<file path="src/rtl/trigger_sequencer_if.sv">
// rtl/trigger_sequencer_if.sv - trigger/count handshake bundle between sequencer and counter side
interface trigger_sequencer_if #(
    parameter int CNT_W = 4
);
    logic             start;
    logic [CNT_W-1:0] burst_len;
    logic [CNT_W-1:0] cnt_in;
    logic             trigger;
    logic             busy;
    logic             done;
    logic             err;
    logic [CNT_W-1:0] fired_cnt;

    modport master (
        input  start, burst_len, cnt_in,
        output trigger, busy, done, err, fired_cnt
    );

    modport slave (
        output start, burst_len, cnt_in,
        input  trigger, busy, done, err, fired_cnt
    );
endinterface

</file>
<file path="src/rtl/trigger_sequencer.sv">
// rtl/trigger_sequencer.sv - fires bursts of trigger pulses and tracks the downstream counter
module trigger_sequencer #(
    parameter int CNT_W      = 4,
    parameter int GAP_CYCLES = 2,
    parameter int TIMEOUT    = 32
) (
    input  logic                 clk,
    input  logic                 rst_n,
    trigger_sequencer_if.master  bus
);
    localparam int TO_W  = $clog2(TIMEOUT + 1);
    localparam int GAP_W = $clog2(GAP_CYCLES + 1);

    typedef enum logic [2:0] {
        S_IDLE, S_FIRE, S_WAIT_START, S_WAIT_DONE, S_GAP, S_FINISH
    } state_t;

    state_t           state, state_d;
    logic [TO_W-1:0]  tcnt;
    logic [GAP_W-1:0] gcnt;
    logic [CNT_W-1:0] len_q;
    logic [CNT_W-1:0] fired_q;
    logic             err_q;
    logic             timeout_hit;
    logic             timeout_err;
    logic             gap_last;

    assign timeout_hit = (tcnt == TO_W'(TIMEOUT - 1));
    assign gap_last    = (gcnt == GAP_W'(GAP_CYCLES - 1));
    // A timeout only counts while the counter is still in the state being waited on.
    assign timeout_err = timeout_hit &&
                         (((state == S_WAIT_START) && (bus.cnt_in == '0)) ||
                          ((state == S_WAIT_DONE)  && (bus.cnt_in != '0)));

    always_ff @(posedge clk or negedge rst_n) begin
        if (!rst_n) state <= S_IDLE;
        else        state <= state_d;
    end

    always_comb begin
        state_d = state;
        case (state)
            S_IDLE: begin
                if (bus.start) state_d = (bus.burst_len == '0) ? S_FINISH : S_FIRE;
            end
            S_FIRE:       state_d = S_WAIT_START;
            S_WAIT_START: begin
                if (bus.cnt_in != '0) state_d = S_WAIT_DONE;
                else if (timeout_hit) state_d = S_FINISH;
            end
            S_WAIT_DONE: begin
                if (bus.cnt_in == '0) state_d = (fired_q < len_q) ? S_GAP : S_FINISH;
                else if (timeout_hit) state_d = S_FINISH;
            end
            S_GAP: begin
                if (gap_last) state_d = S_FIRE;
            end
            S_FINISH:     state_d = S_IDLE;
            default:      state_d = S_IDLE;
        endcase
    end

    always_comb begin
        bus.trigger   = (state == S_FIRE);
        bus.busy      = (state != S_IDLE);
        bus.done      = (state == S_FINISH);
        bus.err       = err_q;
        bus.fired_cnt = fired_q;
    end

    always_ff @(posedge clk or negedge rst_n) begin
        if (!rst_n) begin
            tcnt    <= '0;
            gcnt    <= '0;
            len_q   <= '0;
            fired_q <= '0;
            err_q   <= 1'b0;
        end else begin
            // Saturating residency counter, restarted on every state change.
            if (state_d != state)              tcnt <= '0;
            else if (tcnt != TO_W'(TIMEOUT))   tcnt <= tcnt + TO_W'(1);

            if ((state == S_GAP) && (state_d == S_GAP)) gcnt <= gcnt + GAP_W'(1);
            else                                        gcnt <= '0;

            if ((state == S_IDLE) && bus.start) begin
                len_q   <= bus.burst_len;
                fired_q <= '0;
                err_q   <= 1'b0;
            end

            if ((state == S_FIRE) && (fired_q != len_q)) fired_q <= fired_q + CNT_W'(1);

            if (timeout_err) err_q <= 1'b1;
        end
    end
endmodule

</file>
<file path="src/flat_wrapper.sv">
// flat-port wrapper written by rule: the top's interface ports become plain ports
module trigger_sequencer_flat 
#(
    parameter int CNT_W      = 4,
    parameter int GAP_CYCLES = 2,
    parameter int TIMEOUT    = 32
)
  (clk, rst_n, bus_start, bus_burst_len, bus_cnt_in, bus_trigger, bus_busy, bus_done, bus_err, bus_fired_cnt);
  trigger_sequencer_if #(.CNT_W(CNT_W)) bus_i ();
  input  logic clk;
  input  logic rst_n;
  input wire logic [$bits(bus_i.start)-1:0] bus_start;
  input wire logic [$bits(bus_i.burst_len)-1:0] bus_burst_len;
  input wire logic [$bits(bus_i.cnt_in)-1:0] bus_cnt_in;
  output wire logic [$bits(bus_i.trigger)-1:0] bus_trigger;
  output wire logic [$bits(bus_i.busy)-1:0] bus_busy;
  output wire logic [$bits(bus_i.done)-1:0] bus_done;
  output wire logic [$bits(bus_i.err)-1:0] bus_err;
  output wire logic [$bits(bus_i.fired_cnt)-1:0] bus_fired_cnt;
  assign bus_i.start = bus_start;
  assign bus_i.burst_len = bus_burst_len;
  assign bus_i.cnt_in = bus_cnt_in;
  assign bus_trigger = bus_i.trigger;
  assign bus_busy = bus_i.busy;
  assign bus_done = bus_i.done;
  assign bus_err = bus_i.err;
  assign bus_fired_cnt = bus_i.fired_cnt;
  trigger_sequencer #(.CNT_W(CNT_W), .GAP_CYCLES(GAP_CYCLES), .TIMEOUT(TIMEOUT)) u_core (.clk(clk), .rst_n(rst_n), .bus(bus_i));
endmodule
</file>
<file path="config.mk">
export PLATFORM = sky130hd
export DESIGN_NAME = trigger_sequencer_flat
export DESIGN_NICKNAME = d
export VERILOG_FILES = /design/src/rtl/trigger_sequencer_if.sv /design/src/rtl/trigger_sequencer.sv /design/src/flat_wrapper.sv
export SDC_FILE = /design/constraint.sdc
export NUM_CORES = 1
export LEC_CHECK = 0
export ABC_AREA = 1
export CAP_MARGIN = 30
export CORE_MARGIN = 2
export CORE_UTILIZATION = 50
export CTS_BUF_LIST = sky130_fd_sc_hd__clkbuf_16
export CTS_CLUSTER_DIAMETER = 150
export DETAILED_ROUTE_END_ITERATION = 8
export PLACE_DENSITY_LB_ADDON = 0.25
export SLEW_MARGIN = 40
export SYNTH_ARGS = -nofsm -noshare
export SYNTH_HDL_FRONTEND = slang
export SYNTH_SLANG_ARGS = --single-unit
</file>
<file path="constraint.sdc">
create_clock -name clk -period 1.75 [get_ports clk]
set_input_delay 0.35 -clock clk [delete_from_list [all_inputs] [get_ports clk]]
set_output_delay 0.35 -clock clk [all_outputs]
set_load 0.005 [all_outputs]
</file>
==> results.md <==
* Status: complete, no violations
* Die Height at 52.4 um
* Post-CTS Hold Buffers at 0
* CTS clk-pin slew, worst paths at 50 ps
* Initial antenna violation count at 0
* Clk_skew at 3.25 ps
* CTS Buf Count at 3
* Final Cycle Share at 99.0%
* Post-synthesis cell type count at 26
* Area contributors post-synth: dfrtp_1, nand2_1, ha_1
* NetSw at 0.903 mW
* DR iter-0 viols at 11
* Worst Setup Path Type: flop to output port
* GPL Wtd Cong at 0.874
* Ys Warns at 0
* Combinational share of power at 48.8%
* Final cell count without fillers at 202
* Clock Sinks at 20
* Row Count at 17
* Top FF cell, synth: dfrtp_1
* CTS tree: built
* Power Internal at 1.43 mW
* Max_slew headroom at 81.4%
* Synthesized area at 0.00117 mm2
* H-tree depth at 1
* Post-DR vias/cell at 5.13
* Starting Density at 52.9%
* First-pass GRT wire length at 4360 um
* DR WL/cell at 12.4 um
* Endpoints failing hold at 0
* Die area at 0.00275 mm2
* Diodes inserted at 0
* Synth Register Bits at 20
* DRT Pass-1 Iters at 3
* Syn nets at 158
* DP Wirelength at 1930 um
* Worst Tran Pin Value at 279 ps
* Cells after Synth at 139
* Worst EP required at 1400 ps
* CTS max path bufs at 2
* Max stage delay on crit path at 490 ps
* Clk Tree Root Cell: clkbuf_16
* Max VDD drop at 0.000889 V
* Min Clock Period, post-route at 1730 ps
* Post-synth ARST share at 100%
* Detailed-route DRC error count at 0
* Share of the synthesized area in the top cell type at 42.7%
* Final Routed Wirelength at 2500 um
* Largest net degree at the start of global routing at 21
* Cell taking the most area after synthesis: dfrtp_1
* Most numerous cell in the Yosys netlist: nand2_1
* Commonest cells post-synth: nand2_1, dfrtp_1, inv_1
* Total overflow reported by the global router at 0
* Final slew viol count at 0
* Mean Syn Cell Area at 8.43 um2
* Cells after DPL at 195
* Number of fill cells at 173
* Vias in the first global route at 1,065
* Die width at 52.4 um
* Area delta synth->final at 34.7%
* Share of cells above drive strength 1 at 20.7%
* Slowest CP cell: clkdlybuf4s50_1
* PwrDens at 1480 mW/mm2
* Leak at 0.755 nW
* Worst-case reg-to-reg path depth at 10
* Sw Share at 38.7%
* HP Class: primary input to async pin
* Final nets at 195
* # IOs at 19
* CP cell instances: inv_2, buf_4, nand2_1, clkdlybuf4s50_1
* CP Max Fanout at 3
* Number of max-cap violations at 0
* Crit end category: output port
* Layout Utilization at 71.3%
* Post-synth EDFFs at 0
* Crit start category: flop
* Arr. time, crit path at 1380 ps
* Sequential element share of the synthesized area at 42.7%
* Detailed-route via count at 1,036
* Total track usage at 21.9%
* Final setup viols at 0
* Clk Latency, worst-skew pair at 250 ps
* Sequential Power Share at 31.5%
* Core area at 0.00221 mm2
* Clock Power Share at 19.7%
* IO Port Bufs at 18
* Max Fclk at 577 MHz
* Antenna-violating nets left at 0
==> timing repair <==
item	CTS	global route
resized for setup	5	1
buffers inserted	3	1
setup endpoints to repair	3	5
pin swaps	1	0
==> area by class of cell <==
| class | instances | area, um2 | area share, % |
|---|---|---|---|
| Tap cell | 28 | 35.0 | 2.22 |
| Inverter | 23 | 86.3 | 5.47 |
| Timing Repair Buffer | 32 | 283 | 17.9 |
| Clock buffer | 3 | 75.1 | 4.76 |
| Multi-Input combinational cell | 96 | 596 | 37.7 |
| Sequential cell | 20 | 503 | 31.9 |
==> flip-flops by register name (all words and copies together) (netlist names) <==
name / count
u_core.gcnt: 2
u_core.bus.fired_cnt: 4
u_core.bus.err: 1
u_core.len_q: 4
u_core.state: 3
u_core.tcnt: 6
==> power by group through the flow <==
stage / registers, mW / logic (mW) / clock network [mW]
after floorplan: 0.729 / 0.672 / 0
after global placement: 0.722 / 1.04 / 0
after detailed placement: 0.731 / 1.08 / 0
after CTS: 0.735 / 1.12 / 0.472
after global routing: 0.755 / 1.29 / 0.490
final: 0.735 / 1.14 / 0.460
==> cell usage in the layout (no fill, tap or decap), types with 2 or more instances in the layout <==
cell	Yosys	layout
nand3b_1	2	2
clkdlybuf4s50_1	0	16
a21oi_1	2	2
o21ai_0	4	4
buf_4	0	14
nand4_1	6	6
nand3_1	11	11
o21ai_1	3	3
dfrtp_1	20	18
inv_1	18	18
ha_1	8	8
nor2_2	3	2
nor3_2	3	3
clkbuf_16	0	3
xnor2_1	2	2
nand2_2	2	2
xor2_1	2	2
dfrtp_2	0	2
inv_2	4	4
nor2_1	11	11
nand2_1	29	29
dlygate4sd2_1	0	2
==> worst paths after layout <==
| path | to | start | slack (ps) |
|---|---|---|---|
| max | bus_busy | u_core.state[2]$_DFF_PN0_ | 20 |
| min | u_core.len_q[2]$_DFFE_PN0P_ | rst_n | 440 |
| max reg2reg | u_core.tcnt[2]$_DFFE_PN0P_ | u_core.tcnt[0]$_DFFE_PN0P_ | 110 |
| min reg2reg | u_core.gcnt[0]$_DFF_PN0_ | u_core.gcnt[0]$_DFF_PN0_ | 440 |
| max in group asynchronous | u_core.state[1]$_DFF_PN0_ | rst_n | 1080 |
| min in group clk | u_core.gcnt[0]$_DFF_PN0_ | u_core.gcnt[0]$_DFF_PN0_ | 440 |
==> metrics by stage <==
step / area [um2] / hold slack, ps / power, mW / worst slack [ps] / TNS [ps]
after floorplan: 1170 / 54.4 / 1.40 / 281 / 0
after global placement: 1460 / 419 / 1.77 / 21.5 / 0
after detailed placement: 1460 / 430 / 1.81 / -56.4 / -160
after CTS: 1560 / 437 / 2.33 / 43.4 / 0
after global routing: 1580 / 448 / 2.53 / -40.3 / -40.3
final: 1580 / 437 / 2.33 / 17.4 / 0
==> kinds of logic after synthesis <==
kind of cell	share of synthesized area (%)
xor gates and xnor gates	2.99
DFF	42.7
AOI/OAI and AO/OA	9.08
adders and majority gates	8.55
buffers and inverters	7.37
and+or+nand+nor	29.3
==> layer usage <==
layer | vias up | track usage (%) | part of all wire (%)
li1 | 527 | - | -
met1 | 482 | 26.0 | 46
met2 | 20 | 37.1 | 49
met3 | 7 | 6.00 | 3.3
met4 | 0 | 8.97 | 2.4
met5 | - | 0 | 0
==> worst max-delay path: cells and delay by family, from the launching register on <==
kind	cells	cell delay (ps)
simple gates	1	60
flops	1	380
buf+inv	3	690
Power figures use the tool's default switching activity.
